<file path="src/rtl/mem_load_resp.sv">
// MEM-stage load unit: issues an SRAM-like read, waits for the handshake,
// extracts and extends the addressed byte/half/word, and flags misaligned loads.
module mem_load_resp (
   input  logic        clk,
   input  logic        rst,
   input  logic        ld_valid,
   input  logic [2:0]  memop,
   input  logic [31:0] addr,
   input  logic        flush,
   output logic        stall,
   output logic [31:0] ld_data,
   output logic        ld_done,
   output logic        adel,
   output logic [31:0] bad_addr,
   output logic        data_req,
   output logic        data_wr,
   output logic [1:0]  data_size,
   output logic [31:0] data_addr,
   input  logic        data_addr_ok,
   input  logic        data_data_ok,
   input  logic [31:0] data_rdata
);

   // state     | meaning
   // IDLE      | waiting for a load from MEM
   // REQ       | request on the bus, waiting for addr_ok
   // WAIT      | request accepted, waiting for read data
   // DRAIN_REQ | flushed before addr_ok; request must still complete
   // DRAIN     | flushed after addr_ok; swallow the returning data
   // DONE      | result valid for one cycle
   typedef enum logic [2:0] {
      S_IDLE, S_REQ, S_WAIT, S_DRAIN_REQ, S_DRAIN, S_DONE
   } state_t;

   state_t      state, state_nxt;
   logic [2:0]  op_q;
   logic [1:0]  off_q;
   logic        is_load, aligned, accept, misalign;
   logic        take_data;

   function automatic logic [31:0] extract(input logic [2:0]  op,
                                           input logic [1:0]  off,
                                           input logic [31:0] rdata);
      logic [31:0] sh;
      logic [7:0]  b;
      logic [15:0] h;
      sh = rdata >> {off, 3'b000};
      b  = sh[7:0];
      h  = off[1] ? rdata[31:16] : rdata[15:0];
      case (op)
         3'b000:  extract = {{24{b[7]}}, b};
         3'b001:  extract = {24'b0, b};
         3'b010:  extract = {{16{h[15]}}, h};
         3'b011:  extract = {16'b0, h};
         default: extract = rdata;
      endcase
   endfunction

   always_comb begin
      is_load = (memop <= 3'b100);
      case (memop[2:1])
         2'b01:   aligned = ~addr[0];
         2'b10:   aligned = (addr[1:0] == 2'b00);
         default: aligned = 1'b1;
      endcase
      misalign  = ld_valid & is_load & ~aligned;
      accept    = ld_valid & is_load & aligned & ~flush;
      take_data = (state == S_WAIT) & data_data_ok & ~flush;
   end

   always_ff @(posedge clk) begin
      if (rst) begin
         state     <= S_IDLE;
         op_q      <= 3'b000;
         off_q     <= 2'b00;
         data_addr <= 32'h0;
         data_size <= 2'd0;
         ld_data   <= 32'h0;
      end else begin
         state <= state_nxt;
         if (state == S_IDLE && accept) begin
            op_q      <= memop;
            off_q     <= addr[1:0];
            data_addr <= addr;
            data_size <= memop[2] ? 2'd2 : (memop[1] ? 2'd1 : 2'd0);
         end
         if (take_data)
            ld_data <= extract(op_q, off_q, data_rdata);
      end
   end

   always_comb begin
      state_nxt = state;
      case (state)
         S_IDLE:
            if (accept) state_nxt = S_REQ;
         S_REQ:
            if (data_addr_ok) state_nxt = flush ? S_DRAIN : S_WAIT;
            else if (flush)   state_nxt = S_DRAIN_REQ;
         S_DRAIN_REQ:
            if (data_addr_ok) state_nxt = S_DRAIN;
         S_WAIT:
            if (data_data_ok) state_nxt = flush ? S_IDLE : S_DONE;
            else if (flush)   state_nxt = S_DRAIN;
         S_DRAIN:
            if (data_data_ok) state_nxt = S_IDLE;
         S_DONE:
            state_nxt = S_IDLE;
         default:
            state_nxt = S_IDLE;
      endcase
   end

   always_comb begin
      stall    = 1'b0;
      data_req = 1'b0;
      ld_done  = 1'b0;
      adel     = 1'b0;
      bad_addr = 32'h0;
      data_wr  = 1'b0;
      case (state)
         S_IDLE: begin
            stall = accept;
            if (misalign) begin
               adel     = 1'b1;
               bad_addr = addr;
            end
         end
         S_REQ, S_DRAIN_REQ: begin
            stall    = 1'b1;
            data_req = 1'b1;
         end
         S_WAIT, S_DRAIN:
            stall = 1'b1;
         S_DONE:
            ld_done = 1'b1;
         default: ;
      endcase
   end

endmodule

</file>
<file path="config.mk">
export PLATFORM = sky130hd
export DESIGN_NAME = mem_load_resp
export DESIGN_NICKNAME = d
export VERILOG_FILES = /design/src/rtl/mem_load_resp.sv
export SDC_FILE = /design/constraint.sdc
export NUM_CORES = 1
export LEC_CHECK = 0
export BUFFER_PORTS_ARGS = -buffer_cell sky130_fd_sc_hd__buf_2
export CORE_ASPECT_RATIO = 1.5
export CORE_MARGIN = 2
export CORE_UTILIZATION = 48
export DETAILED_ROUTE_END_ITERATION = 16
export MAX_ROUTING_LAYER = met4
export PLACE_DENSITY = 0.78
export RECOVER_POWER = 100
export SYNTH_ARGS = -nofsm -noshare
export SYNTH_HDL_FRONTEND = slang
export SYNTH_SLANG_ARGS = --single-unit
</file>
<file path="constraint.sdc">
create_clock -name clk -period 2.3 [get_ports clk]
set_clock_uncertainty 0.2 [all_clocks]
set_input_delay 0.345 -clock clk [delete_from_list [all_inputs] [get_ports clk]]
set_output_delay 0.345 -clock clk [all_outputs]
set_load 0.05 [all_outputs]
</file>
==> run metrics, run 1 <==
VDD IR max about 430 uV; Nets 711; Max-Cap Viols 0; synth top area cells dfxtp_1, nand2b_1, mux2i_1; critical path data arrival time between 1.5 and 2 ns; CTS tree yes; global placement routability congestion 0.910; total CTS buffers 9; CTS H-tree depth 3; max-slew violations 0; via count of the first global-routing pass just under 4k; Clock transition at path regs ~0.050 ns; Die Y roughly 110 microns; Mapped Nets approximately 540; pre-CTS setup slack -0.206 ns; Clock Tree Buf Depth 2; Period minus WS final between 2 and 2.5 ns; Worst Path Required 1.75 ns; RSZ-0062 raised after global routing true; area leader, netlist dfxtp_1; CP endpoint bad_addr[2]; Power Total around 3.4 mW; FF+latch count, synth 71; r2r setup slk 0.02 ns; first-pass GRT wire length approximately 19 mm; setup TNS -1.17 ns; Synth top area share 0.362; Finished Layout Cells around 750; crit start category flop; Detail Route Antenna Nets 0; layout cells sized above 1 0.309; Avg WL per Cell ~16 microns; worst r2r dst data_addr[24]; slew margin rel. 0.536; number of placement rows 40; largest net degree at the start of global routing 65; vias per cell roughly 5.3; outcome finished with violations; final hold vios 0; Leak between 2 and 2.5 nW; Async SR Flop Fraction 0; Crit Reg-Reg Startpoint state[2]; Clk Tree Root Cell clkbuf_16; Post-synth top flop dfxtp_1; full die area between 8000 and 9000 sq um; Worst Tran Pin Value between 0.6 and 0.7 ns; I/O pin total ~180; Post-Synthesis Cells between 400 and 500; final setup margin -0.0715 ns; GRT Residual Overflow 0; Seq/Total Area, Yosys 0.362; Hold Path Class in2reg; CP max FO 8; CTS hold repair buffers 0; most common cell in the netlist nand2b_1; Synth top cells by count nand2b_1, dfxtp_1, mux2i_1; Post-synth EDFFs 0; Antenna Cells 0; I/O Buffers approximately 170; Placed Instances roughly 720; mapped cell area approximately 3900 sq um; Finish-stage setup viols 31; worst hold margin around 0.081 ns; Iter 0 DRT Violations about 170; Max Clk Rate between 400 and 500 MHz; Final HPWL DP around 8.0 mm; router iterations before antenna repair 4; Crit. End Element output port; worst reg-to-reg path cell count 5; clock insertion delay at the later pin of the skew report approximately 0.33 ns; vias just under 4k; Worst setup startpoint state[2]; DRC violations left 0; Tcrit/Tclk final 1.03; fill count about 650; PwrDens slightly above 600 nW/um^2; failing checks setup timing; post-synthesis cell type count 44; Avg Inst Size Synth approximately 8.5 sq um; initial antenna violation count 0; clock sink count between 70 and 80; die width approximately 78 microns; Core ar. just under 8000 sq um; area delta synth->final 40.9%; Yosys warning count 0; Initial Util 0.494; final wirelength ~12 mm; GRT Total Usage 0.275; crit path kind reg2out
## state kept, by name, summed over array words and instances (netlist names)
signal     flops
state          3
data_size      2
op_q           2
data_addr     32
ld_data       32
## routing by layer
metal,up-vias,share of wire,global-route usage
li1,1905,-,-
met1,1854,0.38,0.294
met2,164,0.53,0.483
met3,31,0.052,0.0353
met4,0,0.037,0.158
met5,-,0,-
## critical path: stages (launching register included)
cell and delay, ns:
dfxtp_2 0.32, or3_4 0.41, nor3_4 0.21, buf_6 0.14, buf_12 0.12, and2_4 0.15
buf_8 0.14
## power by group
part / internal, mW / switching (mW) / leakage (nW)
Clock: 0.781 / 0.512 / 0.142
Sequential: 1.27 / 0.0214 / 0.574
Combinational: 0.311 / 0.491 / 1.38
Total: 2.36 / 1.02 / 2.10
## stage by stage
| step | instance area (sq um) | util |
|---|---|---|
| after floorplan | 3990 | - |
| final | 5540 | 0.696 |
| after CTS | 5600 | 0.704 |
| after global placement | 4910 | 0.617 |
| after detailed placement | 4910 | 0.617 |
| after global routing | 5540 | 0.696 |
## placed cells by master, fill, tap and decap left out, types with 2 or more instances in the layout
master / instances
or3_1: 7
buf_12: 2
nand2_1: 41
clkbuf_1: 68
clkbuf_4: 2
o2bb2ai_1: 7
dfxtp_1: 70
clkinv_2: 4
clkbuf_8: 2
buf_6: 10
inv_2: 2
nand2b_1: 78
and2_2: 5
inv_1: 4
nor3_1: 15
and2_4: 26
o21ai_0: 7
o31ai_1: 2
buf_4: 19
clkbuf_2: 5
a211oi_1: 18
clkbuf_16: 9
buf_2: 71
a311oi_1: 7
a21oi_1: 9
nor2_1: 38
buf_8: 27
mux2i_1: 42
nor2b_1: 9
nor4_1: 8
## layout make-up
class | instances | area (sq um) | area share
inverters | 6 | 22.5 | 0.00407
repair buffers | 203 | 1350 | 0.243
multi-input cells | 345 | 2340 | 0.422
clock buffers | 12 | 256 | 0.0463
clock inverters | 4 | 20.0 | 0.00362
well taps | 105 | 131 | 0.0237
flip-flops and latches | 71 | 1420 | 0.257
## cells by family after synthesis
kind of cell / share of synthesized area
AOI/OAI and AO/OA: 0.113
xor gates and xnor gates: 0.00223
adders and majority gates: 0.00637
buffers and inverters: 0.0729
DFF: 0.362
muxes: 0.110
other: 0.000954
and+or+nand+nor: 0.333
## worst min path at each step
stage | from | cells after the start | end
2_1_floorplan | op_q[0] | 2 | op_q[0]
3_3_place_gp | ld_data[15] | 2 | ld_data[15]
3_5_place_dp | data_addr[17] | 2 | data_addr[17]
4_1_cts | data_rdata[25] | 3 | ld_data[25]
5_1_grt | data_rdata[19] | 3 | ld_data[19]
6_report | data_rdata[19] | 3 | ld_data[19]
## timing repair
action | in CTS | in global routing
gates cloned | 2 | 0
pin swaps | 2 | 18
setup buffers | 7 | 1
setup endpoints to repair | 33 | 33
resized for setup | 87 | 41
No activity file was read; power rests on OpenSTA's default activity.
==> run 2, diff against run 1 <==
--- a/config.mk
+++ b/config.mk
@@ -11,7 +11,7 @@
 export CORE_UTILIZATION = 48
 export DETAILED_ROUTE_END_ITERATION = 16
 export MAX_ROUTING_LAYER = met4
-export PLACE_DENSITY = 0.78
+export PLACE_DENSITY = 0.81
 export RECOVER_POWER = 100
 export SYNTH_ARGS = -nofsm -noshare
 export SYNTH_HDL_FRONTEND = slang
==> run 2 against run 1 <==
Net effect: the flow still finishes with violations (setup timing); sequential share of layout area increased by 0.34 points; global-route usage grew 1.2 points; critical path depth fell by 1; register-to-register slack better by 0.06 ns; non-clock buffer count is 4 lower; worst setup slack worse by 0.024 ns; fmax decreased by 1.0%; sequential power hardly changed.
==> run metrics, run 2 (same netlist as run 1, synthesis figures left out) <==
DRC violations left 0 (unchanged); VDD IR max 536 uV (+25%); Worst setup startpoint state[0]; vias 3962 (+0.20%); DP Area 4930 sq um (+0.41%); number of placement rows 40 (unchanged); GRT Residual Overflow 0 (unchanged); initial antenna violation count 0 (unchanged); Avg WL per Cell 16.5 microns (+0.88%); Iter 0 DRT Violations 129 (-24%); layout cells sized above 1 0.300 (-0.00905); Hold Crit Start data_rdata[18]; worst reg-to-reg path cell count 6 (+1); CTS tree yes; cell family with most CP delay simple AND/OR/NAND/NOR gates; Worst Path Buf+Inv 2 (-1); largest net degree at the start of global routing 107 (+65%); most frequent cells in the layout nand2b_1, buf_2, dfxtp_1, clkbuf_1, mux2i_1; Hold Path Class in2reg; CTS H-tree depth 3 (unchanged); GRT Total Usage 0.287 (+0.0122); die width 77.9 microns (unchanged); Clock transition at path regs 0.06 ns (about the same); Crit Reg-Reg Startpoint state[1]; final setup margin -0.0958 ns (-0.0243 ns); outcome finished with violations; crit path kind reg2out; global placement routability congestion 0.887 (-2.6%); fin util 0.687 (-0.00912); Largest regs data_addr (32), ld_data (32), state (3); RSZ-0062 raised after global routing true; failing checks setup timing; cell with the most instances on the worst path buf_6; CP max FO 16 (+8); PwrDens 645 nW/um^2 (+5.6%); Crit. End Element output port; Max Clk Rate 417 MHz (-1.0%); Leak 2.06 nW (-1.8%); CTS hold repair buffers 0 (unchanged); Die Y 115 microns (unchanged); router iterations before antenna repair 4 (unchanged); Core ar. 7960 sq um (unchanged); vias per cell 5.34 (+0.74%); Max-Cap Viols 0 (unchanged); r2r setup slk 0.08 ns (+0.06 ns); via count of the first global-routing pass 4019 (+4.1%); slowest CP cell or3_4; total CTS buffers 9 (unchanged); Tcrit/Tclk final 1.04 (+0.0106); final wirelength 12.3 mm (+0.34%); Detail Route Antenna Nets 0 (unchanged); Nets 707 (-0.56%); area delta synth->final 39.1%; full die area 8940 sq um (unchanged); slew margin rel. 0.559 (+0.0233); Initial Util 0.494 (unchanged); Worst Tran Pin Value 0.664 ns (-0.0289 ns); final hold vios 0 (unchanged); Clock Tree Buf Depth 2 (unchanged); critical path data arrival time 1.85 ns (+0.02 ns); critical path depth 5 (-1); clock insertion delay at the later pin of the skew report 0.33 ns (about the same); Clk Tree Root Cell clkbuf_16; Max stage delay on crit path 0.41 ns (about the same); Final HPWL DP 8.11 mm (+2.0%); clock sink count 71 (unchanged); CP endpoint bad_addr[14]; Power Total 3.52 mW (+4.2%); I/O Buffers 174 (unchanged); crit start category flop; Finish-stage setup viols 32 (+3.2%); worst r2r dst ld_data[3]; post-route cell area 5460 sq um (-1.3%); crit-path cells or3_4 > nor3_4 > buf_6 > and2_2 > buf_6; worst hold margin 0.0763 ns (-0.00441 ns); I/O pin total 176 (unchanged); Period minus WS final 2.40 ns (+0.0243 ns); Placed Instances 724 (+0.14%); Worst Path Required 1.75 ns (about the same); Antenna Cells 0 (unchanged); Finished Layout Cells 742 (-0.54%); commonest non-fill, non-tap cell in the layout nand2b_1; max-slew violations 0 (unchanged); first-pass GRT wire length 19.5 mm (+3.9%)
==> run 2: timing repair <==
item	CTS	global route
resized for setup	96	12
buffers inserted	4	0
setup endpoints to repair	33	33
cloned	1	0
pin swaps	5	3
==> run 2: worst min-delay path by stage <==
stage / end / slack (ns) / cells after the start
2_1_floorplan: op_q[0] / 0.28 / 2
6_report: ld_data[18] / 0.08 / 3
5_1_grt: ld_data[21] / 0.09 / 3
3_5_place_dp: data_addr[22] / 0.26 / 2
3_3_place_gp: ld_data[15] / 0.25 / 2
4_1_cts: ld_data[18] / 0.06 / 3
==> run 2: layer usage <==
layer	up-vias	track usage	routed length (microns)
li1	1908	-	-
met1	1861	0.292	4500
met2	168	0.520	6650
met3	25	0.0597	760
met4	0	0.136	354
met5	-	-	0
==> run 2: area by class of cell <==
class / count / area, sq um
clock buffers: 12 / 267
inverters: 6 / 22.5
fillers: 627 / 2490
clock inverters: 4 / 51.3
multi-input cells: 345 / 2310
repair buffers: 199 / 1260
flip-flops and latches: 71 / 1420
well taps: 105 / 131
==> run 2: worst register-to-register path, cell delays in order (launching register included) <==
cell	delay (ns)
dfxtp_1	0.33
clkbuf_1	0.22
nand4bb_1	0.18
or2_0	0.42
buf_4	0.28
a311oi_1	0.36
nor4_1	0.10
==> run 2: where the power goes <==
part	switching [mW]	internal (mW)
Sequential	0.0227	1.27
Clock	0.542	0.930
Combinational	0.477	0.285
==> run 2: metrics by stage <==
stage | worst slack [ns] | setup TNS [ns]
2_1_floorplan | -0.00880 | -0.00880
3_3_place_gp | -0.139 | -3.84
4_1_cts | -0.0548 | -1.28
6_report | -0.0958 | -2.50
3_5_place_dp | -0.191 | -5.93
5_1_grt | -0.157 | -4.71
==> run 3, diff against run 2 <==
--- a/config.mk
+++ b/config.mk
@@ -8,10 +8,10 @@
 export BUFFER_PORTS_ARGS = -buffer_cell sky130_fd_sc_hd__buf_2
 export CORE_ASPECT_RATIO = 1.5
 export CORE_MARGIN = 2
-export CORE_UTILIZATION = 48
+export CORE_UTILIZATION = 40
 export DETAILED_ROUTE_END_ITERATION = 16
 export MAX_ROUTING_LAYER = met4
-export PLACE_DENSITY = 0.81
+export PLACE_DENSITY = 0.7
 export RECOVER_POWER = 100
 export SYNTH_ARGS = -nofsm -noshare
 export SYNTH_HDL_FRONTEND = slang
==> constraint.sdc (replaced) <==
create_clock -name clk -period 2.3 [get_ports clk]
set_clock_uncertainty 0.2 [all_clocks]
set_input_delay 0.115 -clock clk [delete_from_list [all_inputs] [get_ports clk]]
set_output_delay 0.115 -clock clk [all_outputs]
set_load 0.05 [all_outputs]
==> run 3 against run 2 <==
Net effect: the run now ends clean; cell area rose by 10%; die area rose by 19%; global-route usage fell by 5.7 points; count of clock-buffer cells in the layout fell by 2; first-iteration DRC count rose by 25%; via count rose by 5.2%; clock power rose by 8%; worst setup slack improved by 0.14 ns; sequential power barely moved; register-to-register slack improved by 0.09 ns; critical path type unchanged.
==> run metrics, run 3 (same netlist as run 1, synthesis figures left out) <==
worst r2r dst data_addr[31]; vias 4168 (+5.2%); Antenna Cells 0 (unchanged); die width 84.9 microns (+9.1%); Max Clk Rate 443 MHz (+6.2%); Crit. End Element output port; router iterations before antenna repair 5 (+1); max-slew violations 0 (unchanged); via count of the first global-routing pass 4140 (+3.0%); most frequent cells in the layout nand2b_1, clkbuf_1, dfxtp_1, buf_2, dlygate4sd3_1; PwrDens 614 nW/um^2 (-4.8%); fill count 831 (+33%); DRC violations left 0 (unchanged); cell with the most instances on the worst path buf_6; final setup margin 0.0434 ns (+0.139 ns); total CTS buffers 9 (unchanged); full die area 10600 sq um (+19%); slowest CP cell or3_4; crit start category flop; number of placement rows 44 (+10%); clock insertion delay at the later pin of the skew report 0.33 ns (about the same); register area 1420 sq um (unchanged); cell family with most CP delay simple AND/OR/NAND/NOR gates; area delta synth->final 53.1%; I/O Buffers 174 (unchanged); I/O pin total 176 (unchanged); outcome finished clean; Crit Reg-Reg Startpoint state[0]; crit path kind reg2out; crit-path cells or3_4 > nor3_4 > buf_6 > buf_12 > and2_1 > buf_6; final hold vios 0 (unchanged); Worst Tran Pin Value 1.08 ns (+0.415 ns); CTS H-tree depth 3 (unchanged); worst reg-to-reg path cell count 5 (-1); Die Y 125 microns (+9.2%); CTS tree yes; final wirelength 12.6 mm (+2.7%); Largest regs data_addr (32), ld_data (32), state (3); Multi-input gate area 2250 sq um (-2.5%); hold path endpoint ld_data[13]; Initial Util 0.408 (-0.0859); Detail Route Antenna Nets 0 (unchanged); pre-CTS setup slack 0.244 ns (+0.435 ns); Worst Path Required 1.99 ns (+0.24 ns); largest net degree at the start of global routing 65 (-39%); Clock Tree Buf Depth 2 (unchanged); Leak 2.31 nW (+12%); Period minus WS final 2.26 ns (-0.139 ns); Worst Path Buf+Inv 3 (+1); layout cells sized above 1 0.228 (-0.0717); Max stage delay on crit path 0.43 ns (+0.02 ns); Clock transition at path regs 0.06 ns (about the same); Tcrit/Tclk final 0.981 (-0.0605); vias per cell 5.13 (-3.9%); slew margin rel. 0.281 (-0.278); post-route cell area 6010 sq um (+10%); VDD IR max 502 uV (-6.5%); Avg WL per Cell 15.5 microns (-6.1%); GRT Residual Overflow 0 (unchanged); Finish-stage setup viols 0 (-100%); Hold Path Class in2reg; Final HPWL DP 8.09 mm (-0.20%); Nets 767 (+8.5%); commonest non-fill, non-tap cell in the layout nand2b_1; Finished Layout Cells 812 (+9.4%); Power Total 3.69 mW (+4.8%); Clk Tree Root Cell clkbuf_16; first-pass GRT wire length 19.5 mm (about the same); Iter 0 DRT Violations 161 (+25%); Hold Path Depth 4 (+1); CP max FO 16 (unchanged); r2r setup slk 0.17 ns (+0.09 ns); DP Area 4840 sq um (-1.9%); fin util 0.624 (-0.0625); Core ar. 9630 sq um (+21%); Placed Instances 726 (+0.28%); Max-Cap Viols 0 (unchanged); Hold Crit Start data_rdata[13]; global placement routability congestion 0.827 (-6.7%); initial antenna violation count 0 (unchanged); GRT Total Usage 0.230 (-0.0571); clock sink count 71 (unchanged); critical path data arrival time 1.94 ns (+0.09 ns)
run 3: layout make-up:
type | count | share of cell area
repair buffers | 259 | 0.305
clock buffers | 10 | 0.0381
multi-input cells | 345 | 0.374
well taps | 115 | 0.0239
inverters | 6 | 0.00375
clock inverters | 6 | 0.0181
flip-flops and latches | 71 | 0.237
run 3: worst max-delay path by stage:
stage             start            to  slack [ns]  cells after the start
2_1_floorplan  state[0]  bad_addr[22]        0.08                      5
3_3_place_gp   memop[1]  bad_addr[28]        0.29                      8
3_5_place_dp   memop[1]  bad_addr[24]        0.24                      8
4_1_cts         addr[0]  bad_addr[24]       0.007                      8
5_1_grt        state[0]   bad_addr[4]       -0.04                      6
6_report       state[0]   bad_addr[4]        0.04                      6
run 3: worst register-to-register path: stages (launching register included):
cell	delay [ns]
dfxtp_2	0.36
or3_4	0.43
clkbuf_1	0.14
nor4b_4	0.44
buf_12	0.24
mux2i_1	0.23
run 3: through the flow:
stage | hold slack, ns | setup TNS [ns]
CTS | 0.00173 | 0
floorplan | 0.0648 | 0
detailed placement | 0.192 | 0
global route | 0.0222 | -0.103
finish | 0.00967 | 0
global placement | 0.185 | 0
run 3: power breakdown:
part | internal, mW | switching, mW | leakage [nW] | total (mW)
Clock | 1.06 | 0.529 | 0.166 | 1.59
Sequential | 1.27 | 0.0260 | 0.574 | 1.29
Combinational | 0.334 | 0.478 | 1.57 | 0.812
run 3: per-layer routing:
metal	global-route usage	share of wire
met1	0.253	0.39
met3	0.0436	0.055
met5	-	0
met2	0.410	0.53
met4	0.0756	0.024
run 3: repair_timing:
action                     in CTS  in global routing
hold buffers                   64                  0
gates cloned                    0                  2
hold endpoints to repair       63                  0
resized for setup              32                 45
setup buffers                   0                  5
setup endpoints to repair      31                 32
pin swaps                       0                  3
